$ cat src/rtl/ux607_dlm_ctrl_pkg.sv
// Shared types and defaults for the DLM RAM front-end controller.
package ux607_dlm_ctrl_pkg;

    localparam int unsigned UX607_DLM_RAM_AW      = 12;
    localparam int unsigned UX607_DLM_RAM_DW      = 32;
    localparam int unsigned UX607_DLM_RAM_MW      = UX607_DLM_RAM_DW / 8;
    localparam int unsigned UX607_DLM_IDLE_LS_CYC = 16;

    typedef enum logic [1:0] {
        StActive,
        StSleep,
        StWake
    } ls_state_e;

endpackage

$ cat src/rtl/ux607_dlm_rsp_fifo.sv
// In-order response FIFO; depth need not be a power of two.
module ux607_dlm_rsp_fifo #(
    parameter int unsigned DW    = 32,
    parameter int unsigned DEPTH = 3,
    localparam int unsigned PW   = $clog2(DEPTH),
    localparam int unsigned CW   = $clog2(DEPTH + 1)
) (
    input  logic          clk,
    input  logic          rst_n,
    input  logic          push,
    input  logic [DW-1:0] push_data,
    input  logic          pop,
    output logic [DW-1:0] head,
    output logic [CW-1:0] cnt
);

    logic [DW-1:0] mem_q [DEPTH];
    logic [PW-1:0] wr_ptr_q, rd_ptr_q;
    logic [CW-1:0] cnt_q, cnt_d;
    logic          do_pop;

    function automatic logic [PW-1:0] ptr_inc(input logic [PW-1:0] p);
        return (p == PW'(DEPTH - 1)) ? '0 : p + 1'b1;
    endfunction

    assign do_pop = pop & (cnt_q != '0);

    always_comb begin
        cnt_d = cnt_q;
        case ({push, do_pop})
            2'b10:   cnt_d = cnt_q + 1'b1;
            2'b01:   cnt_d = cnt_q - 1'b1;
            default: cnt_d = cnt_q;
        endcase
    end

    always_ff @(posedge clk or negedge rst_n) begin
        if (!rst_n) begin
            for (int i = 0; i < int'(DEPTH); i++) mem_q[i] <= '0;
            wr_ptr_q <= '0;
            rd_ptr_q <= '0;
            cnt_q    <= '0;
        end else begin
            if (push) begin
                mem_q[wr_ptr_q] <= push_data;
                wr_ptr_q        <= ptr_inc(wr_ptr_q);
            end
            if (do_pop) rd_ptr_q <= ptr_inc(rd_ptr_q);
            cnt_q <= cnt_d;
        end
    end

    assign head = mem_q[rd_ptr_q];
    assign cnt  = cnt_q;

endmodule

$ cat src/rtl/ux607_dlm_ctrl.sv
// Valid/ready front-end for the DLM RAM: single-cycle accesses, credited response
// FIFO and idle-driven light sleep with a one-cycle wake.
module ux607_dlm_ctrl
    import ux607_dlm_ctrl_pkg::*;
#(
    parameter int unsigned AW          = UX607_DLM_RAM_AW,
    parameter int unsigned DW          = UX607_DLM_RAM_DW,
    parameter int unsigned MW          = UX607_DLM_RAM_MW,
    parameter int unsigned RSP_DEPTH   = 3,
    parameter int unsigned IDLE_LS_CYC = UX607_DLM_IDLE_LS_CYC
) (
    input  logic          clk,
    input  logic          rst_n,
    input  logic          cmd_valid,
    output logic          cmd_ready,
    input  logic          cmd_read,
    input  logic [AW-1:0] cmd_addr,
    input  logic [DW-1:0] cmd_wdata,
    input  logic [MW-1:0] cmd_wmask,
    output logic          rsp_valid,
    input  logic          rsp_ready,
    output logic [DW-1:0] rsp_rdata,
    output logic          ram_cs,
    output logic [AW-1:0] ram_addr,
    output logic [MW-1:0] ram_wem,
    output logic [DW-1:0] ram_din,
    input  logic [DW-1:0] ram_dout,
    output logic          ram_ls
);

    localparam int unsigned CW = $clog2(RSP_DEPTH + 1);
    localparam int unsigned IW = (IDLE_LS_CYC > 0) ? $clog2(IDLE_LS_CYC + 1) : 1;

    ls_state_e     state_q, state_d;
    logic [IW-1:0] idle_q, idle_d;
    logic          ram_ls_q;
    logic          inflight_q, inflight_rd_q;
    logic [CW-1:0] fifo_cnt;
    logic [CW:0]   credits_used;
    logic          accept;
    logic          idle_cycle;

    assign credits_used = {1'b0, fifo_cnt} + {{CW{1'b0}}, inflight_q};

    // Gate with rst_n so no command is offered while reset is held.
    assign cmd_ready = rst_n & (state_q == StActive)
                     & (credits_used < (CW + 1)'(RSP_DEPTH));
    assign accept    = cmd_valid & cmd_ready;

    always_comb begin
        ram_cs   = accept;
        ram_addr = '0;
        ram_wem  = '0;
        ram_din  = '0;
        if (accept) begin
            ram_addr = cmd_addr;
            ram_wem  = cmd_read ? '0 : cmd_wmask;
            ram_din  = cmd_wdata;
        end
    end

    always_ff @(posedge clk or negedge rst_n) begin
        if (!rst_n) begin
            inflight_q    <= 1'b0;
            inflight_rd_q <= 1'b0;
        end else begin
            inflight_q    <= accept;
            inflight_rd_q <= accept & cmd_read;
        end
    end

    // RAM read data is only valid in the cycle after the access: capture it now.
    ux607_dlm_rsp_fifo #(
        .DW    (DW),
        .DEPTH (RSP_DEPTH)
    ) u_rsp_fifo (
        .clk       (clk),
        .rst_n     (rst_n),
        .push      (inflight_q),
        .push_data (inflight_rd_q ? ram_dout : '0),
        .pop       (rsp_valid & rsp_ready),
        .head      (rsp_rdata),
        .cnt       (fifo_cnt)
    );

    assign rsp_valid = (fifo_cnt != '0);

    assign idle_cycle = ~cmd_valid & ~inflight_q & (fifo_cnt == '0);

    always_comb begin
        state_d = state_q;
        idle_d  = idle_q;
        unique case (state_q)
            StActive: begin
                if (!idle_cycle) begin
                    idle_d = '0;
                end else if (idle_q != IW'(IDLE_LS_CYC)) begin
                    idle_d = idle_q + 1'b1;
                end
                if ((IDLE_LS_CYC != 0) && (idle_d == IW'(IDLE_LS_CYC))) begin
                    state_d = StSleep;
                    idle_d  = '0;
                end
            end
            StSleep: begin
                idle_d = '0;
                if (cmd_valid) state_d = StWake;
            end
            StWake: begin
                idle_d  = '0;
                state_d = StActive;
            end
            default: begin
                idle_d  = '0;
                state_d = StActive;
            end
        endcase
    end

    always_ff @(posedge clk or negedge rst_n) begin
        if (!rst_n) begin
            state_q  <= StActive;
            idle_q   <= '0;
            ram_ls_q <= 1'b0;
        end else begin
            state_q  <= state_d;
            idle_q   <= idle_d;
            ram_ls_q <= (state_d == StSleep);
        end
    end

    assign ram_ls = ram_ls_q;

endmodule

$ cat config.mk
export PLATFORM = sky130hd
export DESIGN_NAME = ux607_dlm_ctrl
export DESIGN_NICKNAME = d
export VERILOG_FILES = /design/src/rtl/ux607_dlm_ctrl_pkg.sv /design/src/rtl/ux607_dlm_rsp_fifo.sv /design/src/rtl/ux607_dlm_ctrl.sv
export SDC_FILE = /design/constraint.sdc
export NUM_CORES = 1
export LEC_CHECK = 0
export CAP_MARGIN = 10
export CORE_MARGIN = 5
export CORE_UTILIZATION = 43
export CTS_BUF_LIST = sky130_fd_sc_hd__clkbuf_4 sky130_fd_sc_hd__clkbuf_8
export CTS_CLUSTER_SIZE = 24
export DETAILED_ROUTE_END_ITERATION = 6
export GPL_ROUTABILITY_DRIVEN = 0
export MAX_ROUTING_LAYER = met4
export PLACE_DENSITY_LB_ADDON = 0.2
export RECOVER_POWER = 25
export SYNTH_ARGS = -nofsm -noshare
export SYNTH_HDL_FRONTEND = slang
export SYNTH_SLANG_ARGS = --single-unit
$ cat constraint.sdc
create_clock -name clk -period 1.96 [get_ports clk]
set_input_delay 0.392 -clock clk [delete_from_list [all_inputs] [get_ports clk]]
set_output_delay 0.392 -clock clk [all_outputs]
set_load 0.005 [all_outputs]
Yosys cells after proc, flatten, opt, wreduce, memory -nomap -nowiden. Cells that the tools add are included.

Memories: 0. Memory bits (read-only): 0. Bits in registers: 112. Memory bits (writable): 0. Latch bits: 0. Output and inout port bits: 84. Word-level logic and storage cells: 68.

Reduce and logical (&&, ||, !) cells: 5. Divide/modulo/power cells: 0. Bitwise logic cells: 12. Shifts and indexed selects: 0. Mux-type cells: 22. Equal/unequal tests: 8. Magnitude comparators: 4. $mul: 0. $add $sub $neg: 6.

Operators with widths (number): $mux W32 (5); $bwmux W96 (1); $bmux W32 S2 (1); $demux W32 S2 (1); $mux W5 (5); $mux W12 (1); $and A1 B1 Y1 (8); $mux W2 (4); $mux W4 (2); $pmux W2 S2 (2); $add A2 B1 Y2 const B (3); $eq A2 B1 Y1 const B (3); $eq A2 B2 Y1 const B (3); $ge A3 B3 Y1 const B (2); $not A2 Y3 (2); $add A5 B1 Y5 const B (1); $eq A5 B5 Y1 const B (1); $ne A5 B5 Y1 const B (1); $logic_not A2 Y1 (2); $reduce_bool A2 Y1 (2); $add A2 B1 Y3 (1); $lt A3 B1 Y1 const B (1); $lt A3 B2 Y1 const B (1); $not A1 Y1 (2); 2 further kinds (2).

Depth between registers and ports, before layout.
Depth in word-level cells: 9. Gate-level depth with buffers: 7. Gate-level depth less buffers: 7.

Modules after synthesis. From an unflattened synthesis, not the netlist that was laid out.

Cells, all modules: 474. Area, all modules: 5664.2 um2.

By module, submodules not included: ux607_dlm_rsp_fifo (seq. area each 2552.4 um2, cells an instance 336, instances 1, area each 4593.2 um2); ux607_dlm_ctrl (seq. area each 250.2 um2, cells an instance 138, instances 1, area each 1071.0 um2).

Worst setup path after synthesis. No wires, ideal clock.

Path type: register to output. From: register inflight_q. To: output ram_din[22]. Required time: 1568 ps. Path buffers: 1. Arrival time: 1721 ps. Slack: -153 ps. Cell stages (with the launch flop): 8. Path through: dfrtp_1 ha_1 ha_1 nand2_1 nand4b_1 nor2_2 clkbuf_1 and2_1.

Word-level cells in the longest chain between the ends: 5.

Ends and longest elaborated chain: start, declared (line ux607_dlm_ctrl.sv:37) `logic inflight_q, inflight_rd_q;`; start signal, assigned (line ux607_dlm_ctrl.sv:67) `inflight_q <= accept;`; $add A2 B1 Y3 (line ux607_dlm_ctrl.sv:43) `assign credits_used = {1'b0, fifo_cnt} + {{CW{1'b0}}, inflight_q};`; $lt A3 B2 Y1 (line ux607_dlm_ctrl.sv:47) `& (credits_used < (CW + 1)'(RSP_DEPTH));`; $and A1 B1 Y1 (line ux607_dlm_ctrl.sv:47); $and A1 B1 Y1 (line ux607_dlm_ctrl.sv:48) `assign accept = cmd_valid & cmd_ready;`; net ram_cs (line ux607_dlm_ctrl.sv:23) `output logic ram_cs,`; $mux W32 (line ux607_dlm_ctrl.sv:55) `if (accept) begin`; end, declared (line ux607_dlm_ctrl.sv:26) `output logic [DW-1:0] ram_din,`.

The timed path passes the listed nets, and every way through them passes these cells.

Worst setup path in the final report.
From: register inflight_q. To: output ram_addr[0].

Word-level cells in the longest chain between the ends: 5.

Ends and longest elaborated chain: $add A2 B1 Y3 (line ux607_dlm_ctrl.sv:43); $lt A3 B2 Y1 (line ux607_dlm_ctrl.sv:47); $and A1 B1 Y1 (line ux607_dlm_ctrl.sv:47); $and A1 B1 Y1 (line ux607_dlm_ctrl.sv:48); $mux W12 (line ux607_dlm_ctrl.sv:55); end, declared (line ux607_dlm_ctrl.sv:24) `output logic [AW-1:0] ram_addr,`.

Every way passes these cells.

==> metrics.sh <==
RUN_STATUS='finished, violations left'
VIOLATIONS='negative setup slack'
DIEAREA_UM2=14370
NUMCTSBUFFERS=9
NETLIST-CELL-TYPE-COUNT=25
SYNTH-COMPOUND-AREA-SHARE=0.1311
END_KIND='output pin'
YOSYS.AREA_SHARE.SIMPLE=0.2070
CRIT_PATH_START='inflight_q'
PWR-SHARE-COMB=0.474
ROUTE.FINAL.WIRE_LENGTH_UM=15810
LARGEST_FANOUT_OF_ANY_NET_ON_THE_CRITICAL_PATH=6
DESIGN_INTERNAL_POWER_uW=6495
GR-USAGE-ALL-LAYERS=0.2327
CTS_MAX_LEVEL=3
YOSYS_WARNINGS=0
MAIN_COMBINATIONAL_CELL_FAMILY_BY_AREA_AFTER_SYNTHESIS='simple AND/OR/NAND/NOR gates'
CTS_TREE='yes'
LAYOUT-DRIVE-GT1-SHARE=0.3398
DETAILROUTE.VIA_COUNT=4715
DRCVIOLATIONCOUNT=0
POST_SYNTH_FA_HA_MAJ_AREA_FRACTION=0.01205
PWR-SHARE-CLK=0.137
SLEW_HEADROOM=0.2658
DRT-WIRELENGTH-PER-CELL_UM=17.11
SYNTH_NETS=666
CELLLEAKAGEPOWER_uW=0.003683
SLOWEST_DELAY_NS=0.41
NETLIST.TOP_CELL.BY_AREA='sky130_fd_sc_hd__dfrtp_1'
CLOCKBUFFERDEPTH=2
GRT_PASS1_WL_UM=25730
SWITCHING_PORTION_OF_TOTAL_POWER=0.3582
SYNTHFLOPTYPE='sky130_fd_sc_hd__dfrtp_1'
CRIT_PATH_CELL_TRACE='ha_2 -> ha_4 -> nand2_2 -> nand4b_1 -> nor2_4 -> buf_12 -> buf_8 -> buf_16 -> and2_4 -> buf_6'
ROOT_BUFFER='sky130_fd_sc_hd__clkbuf_8'
LAYOUT_WORST_PATH_CYCLE_SHARE=1.346
POWER_FRAC_SEQ=0.389
R2R-END='inflight_rd_q'
GRT_SETUP_UNREPAIRED='yes'
CRITICAL_PATH_CLASS='register to output pin'
NNETSFINAL=862
FIN_HOLD_WS_NS=0.3662
GLOBAL_ROUTE.OVERFLOW_TOTAL=0
PLACEDINSTANCEAREA_UM2=7302
CLKSLEWWORSTSETUPHOLDPATHS_NS=0.10
CRIT-REG2REG-LAUNCH='inflight_q'
CLOCK_LATENCY_NS=0.37
HOLDCRITPATHCLASS='primary input to asynchronous set/reset pin'
HPWL_UM=10750
P_PER_AREA_nW_PER_UM2=1266
GRT_MAX_DEGREE=69
REGTOREGSETUPSLACK_NS=0.03
VIAS_PER_CELL=5.103
FINAL-SETUP-VIOL-COUNT=76
SYN_TO_FINAL_GROWTH_PCT=53.93
CAP_VIOLATIONS=0
POST-PLACE-WS_NS=-0.5394
HOLD_VIOL_FINAL=0
SYNTH_XOR_XNOR_AREA_SHARE=0.01181
POSTROUTEANTENNANETS=0
POWER.NET_SWITCHING_uW=3625
DESIGN.PORTCOUNT=169
FINAL.MIN_CLOCK_PERIOD_NS=2.638
POST_SYNTH.CELL_AREA_AVG_UM2=9.015
SYNTH_ENABLE_FLOP_CELLS=0
ANTENNA_FOUND_INITIAL=0
FIN_TOTAL_PWR_uW=10120
POST_SYNTH_MOST_FREQUENT_CELLS='164 x sky130_fd_sc_hd__nand2_1, 124 x sky130_fd_sc_hd__o21ai_0, 112 x sky130_fd_sc_hd__dfrtp_1'
WORSTPATHARRIVAL_NS=2.25
MAX_FREQ_GHz=0.3790
DIE_HEIGHT_UM=119.9
NETLIST.AREA_LEADER.SHARE=0.5398
CORE_UM2=11910
INSTANCE_COUNT_OF_THE_MAPPED_NETLIST=576
FINAL_DESIGN_AREA_NO_FILL_UM2=7993
ASYNC_RESET_FF_FRAC=1.000
SYNTH_MOST_COMMON_CELL='sky130_fd_sc_hd__nand2_1'
SYN_AREA_UM2=5192
HOLDBUFCOUNTCTS=0
FILLERINSTANCES=965
DRT_FIRST_PASS_ITERS=4
WORSTPATHREQUIRED_NS=1.57
PIN_SLEW_WITH_THE_LEAST_HEADROOM_TO_ITS_LIMIT_NS=1.101
WORST_SLACK_NS=-0.6782
COUNT_OF_STATE_ELEMENTS_AFTER_SYNTHESIS=112
FLOORPLAN.ROWS=40
CELL_TYPES_WITH_THE_LARGEST_AREA_SHARE_AFTER_SYNTHESIS='sky130_fd_sc_hd__dfrtp_1 54%, sky130_fd_sc_hd__o21ai_0 12%, sky130_fd_sc_hd__nand2_1 12%, sky130_fd_sc_hd__mux2i_1 6.2%, sky130_fd_sc_hd__and2_1 5.9%'
START_UTIL=0.4359
VDD.IR_DROP.WORST_mV=0.4982
GRT_PASS1_VIAS=4977
SEQ_AREA_FRAC_SYNTH=0.5398
FIRST_ITER_VIOLATIONS=342
TRITONCTS_NUM_SINKS=112
WORSTSETUPSTARTPOINTTYPE='register'
WORST_CLOCK_SKEW_NS=0.008632
DIE_X_UM=119.9
WORSTREGTOREGCELLS=10
SHARE_OF_CELL_AREA_TAKEN_BY_MUXES_AFTER_SYNTHESIS=0.06169
TIMING_MAX_TRANSITION_VIOLATIONS_FINAL=0
CRITICAL_PATH.SLOWEST_CELL='sky130_fd_sc_hd__dfrtp_1'
NUM_ANTENNA_CELLS=0
IO_BUFFERS=168
sequential cells by signal, summed over array words and instances (netlist names):
register	flops
u_rsp_fifo.wr_ptr_q	2
u_rsp_fifo.rd_ptr_q	2
inflight_q	1
u_rsp_fifo.mem_q	96
inflight_rd_q	1
idle_q	5
state_q	2
ram_ls	1
u_rsp_fifo.cnt	2
through the flow:
| stage | setup TNS (ns) | util | instances |
|---|---|---|---|
| 5_1_grt | -58.16 | 0.6710 | 924 |
| 4_1_cts | -35.04 | 0.6673 | 931 |
| 6_report | -33.26 | 0.6710 | 924 |
| 3_5_place_dp | -24.60 | 0.6130 | 883 |
| 3_3_place_gp | -23.12 | 0.6130 | 883 |
| 2_1_floorplan | -0.8049 | - | 576 |
worst max-delay path: cells and delay by family (launching register included):
kind                       cells  cell delay, ns
DFF                            1            0.41
and+or+nand+nor                4            0.60
buffers and inverters          4            0.44
adders and majority gates      2            0.42
logic make-up (layout without fill, tap and decap cells):
group | after synthesis | after routing
AO/OA/AOI/OAI | 134 | 134
flip-flops | 112 | 112
XOR/XNOR | 7 | 7
multiplexers | 32 | 32
adder cells (fa/ha/maj) | 5 | 5
AND/OR/NAND/NOR | 237 | 237
buffers and inverters | 49 | 250
layer usage:
metal | GRT usage | part of all wire | routed length (um) | vias to the layer above
li1 | - | - | - | 2289
met1 | 0.2693 | 0.40 | 6259 | 2259
met3 | 0.06598 | 0.060 | 955 | 10
met4 | 0.06371 | 0.010 | 163 | 0
met5 | - | 0 | 0 | -
met2 | 0.3990 | 0.53 | 8432 | 157
cell type report:
cell class              instances  area [um2]  area share
flip-flops and latches        112        2804      0.3508
multi-input cells             415        2531      0.3167
repair buffers                224        2238      0.2801
well taps                     147       183.9     0.02301
clock buffers                  12       152.6     0.01910
clock inverters                 4       45.04    0.005636
inverters                      10       37.54    0.004696
timing repair:
item                       CTS  global route
buffers inserted            26            11
resized for setup          441            59
pin swaps                   16            34
setup endpoints to repair   83            83
gates cloned                 6             1
cells in the final DEF (no fill, tap or decap), drive strengths merged, types with 4 or more instances in the layout:
cell type	netlist	final
o21ai	131	131
nor3	4	4
clkdlybuf4s50	0	84
nor2	5	5
clkdlybuf4s15	0	12
nand2	164	164
clkbuf	34	17
mux2i	32	32
xnor2	6	6
buf	5	122
ha	5	5
and2	49	49
inv	10	10
nor2b	4	4
nand3	5	5
dfrtp	112	112
how the worst max path moves through the flow:
stage | end | cells after the start
global route | ram_addr[6] | 10
global placement | ram_wem[3] | 9
CTS | ram_addr[9] | 10
floorplan | ram_din[22] | 7
finish | ram_addr[0] | 10
detailed placement | ram_din[4] | 8
power groups by stage:
stage          logic (uW)  clock network, uW  registers, uW
3_5_place_dp         4210                  0           3910
5_1_grt              5340               1510           4060
2_1_floorplan        2160                  0           3750
3_3_place_gp         4110                  0           3840
6_report             4800               1390           3940
4_1_cts              4800               1420           3860
Note: power is estimated with default switching activity, not from simulation.
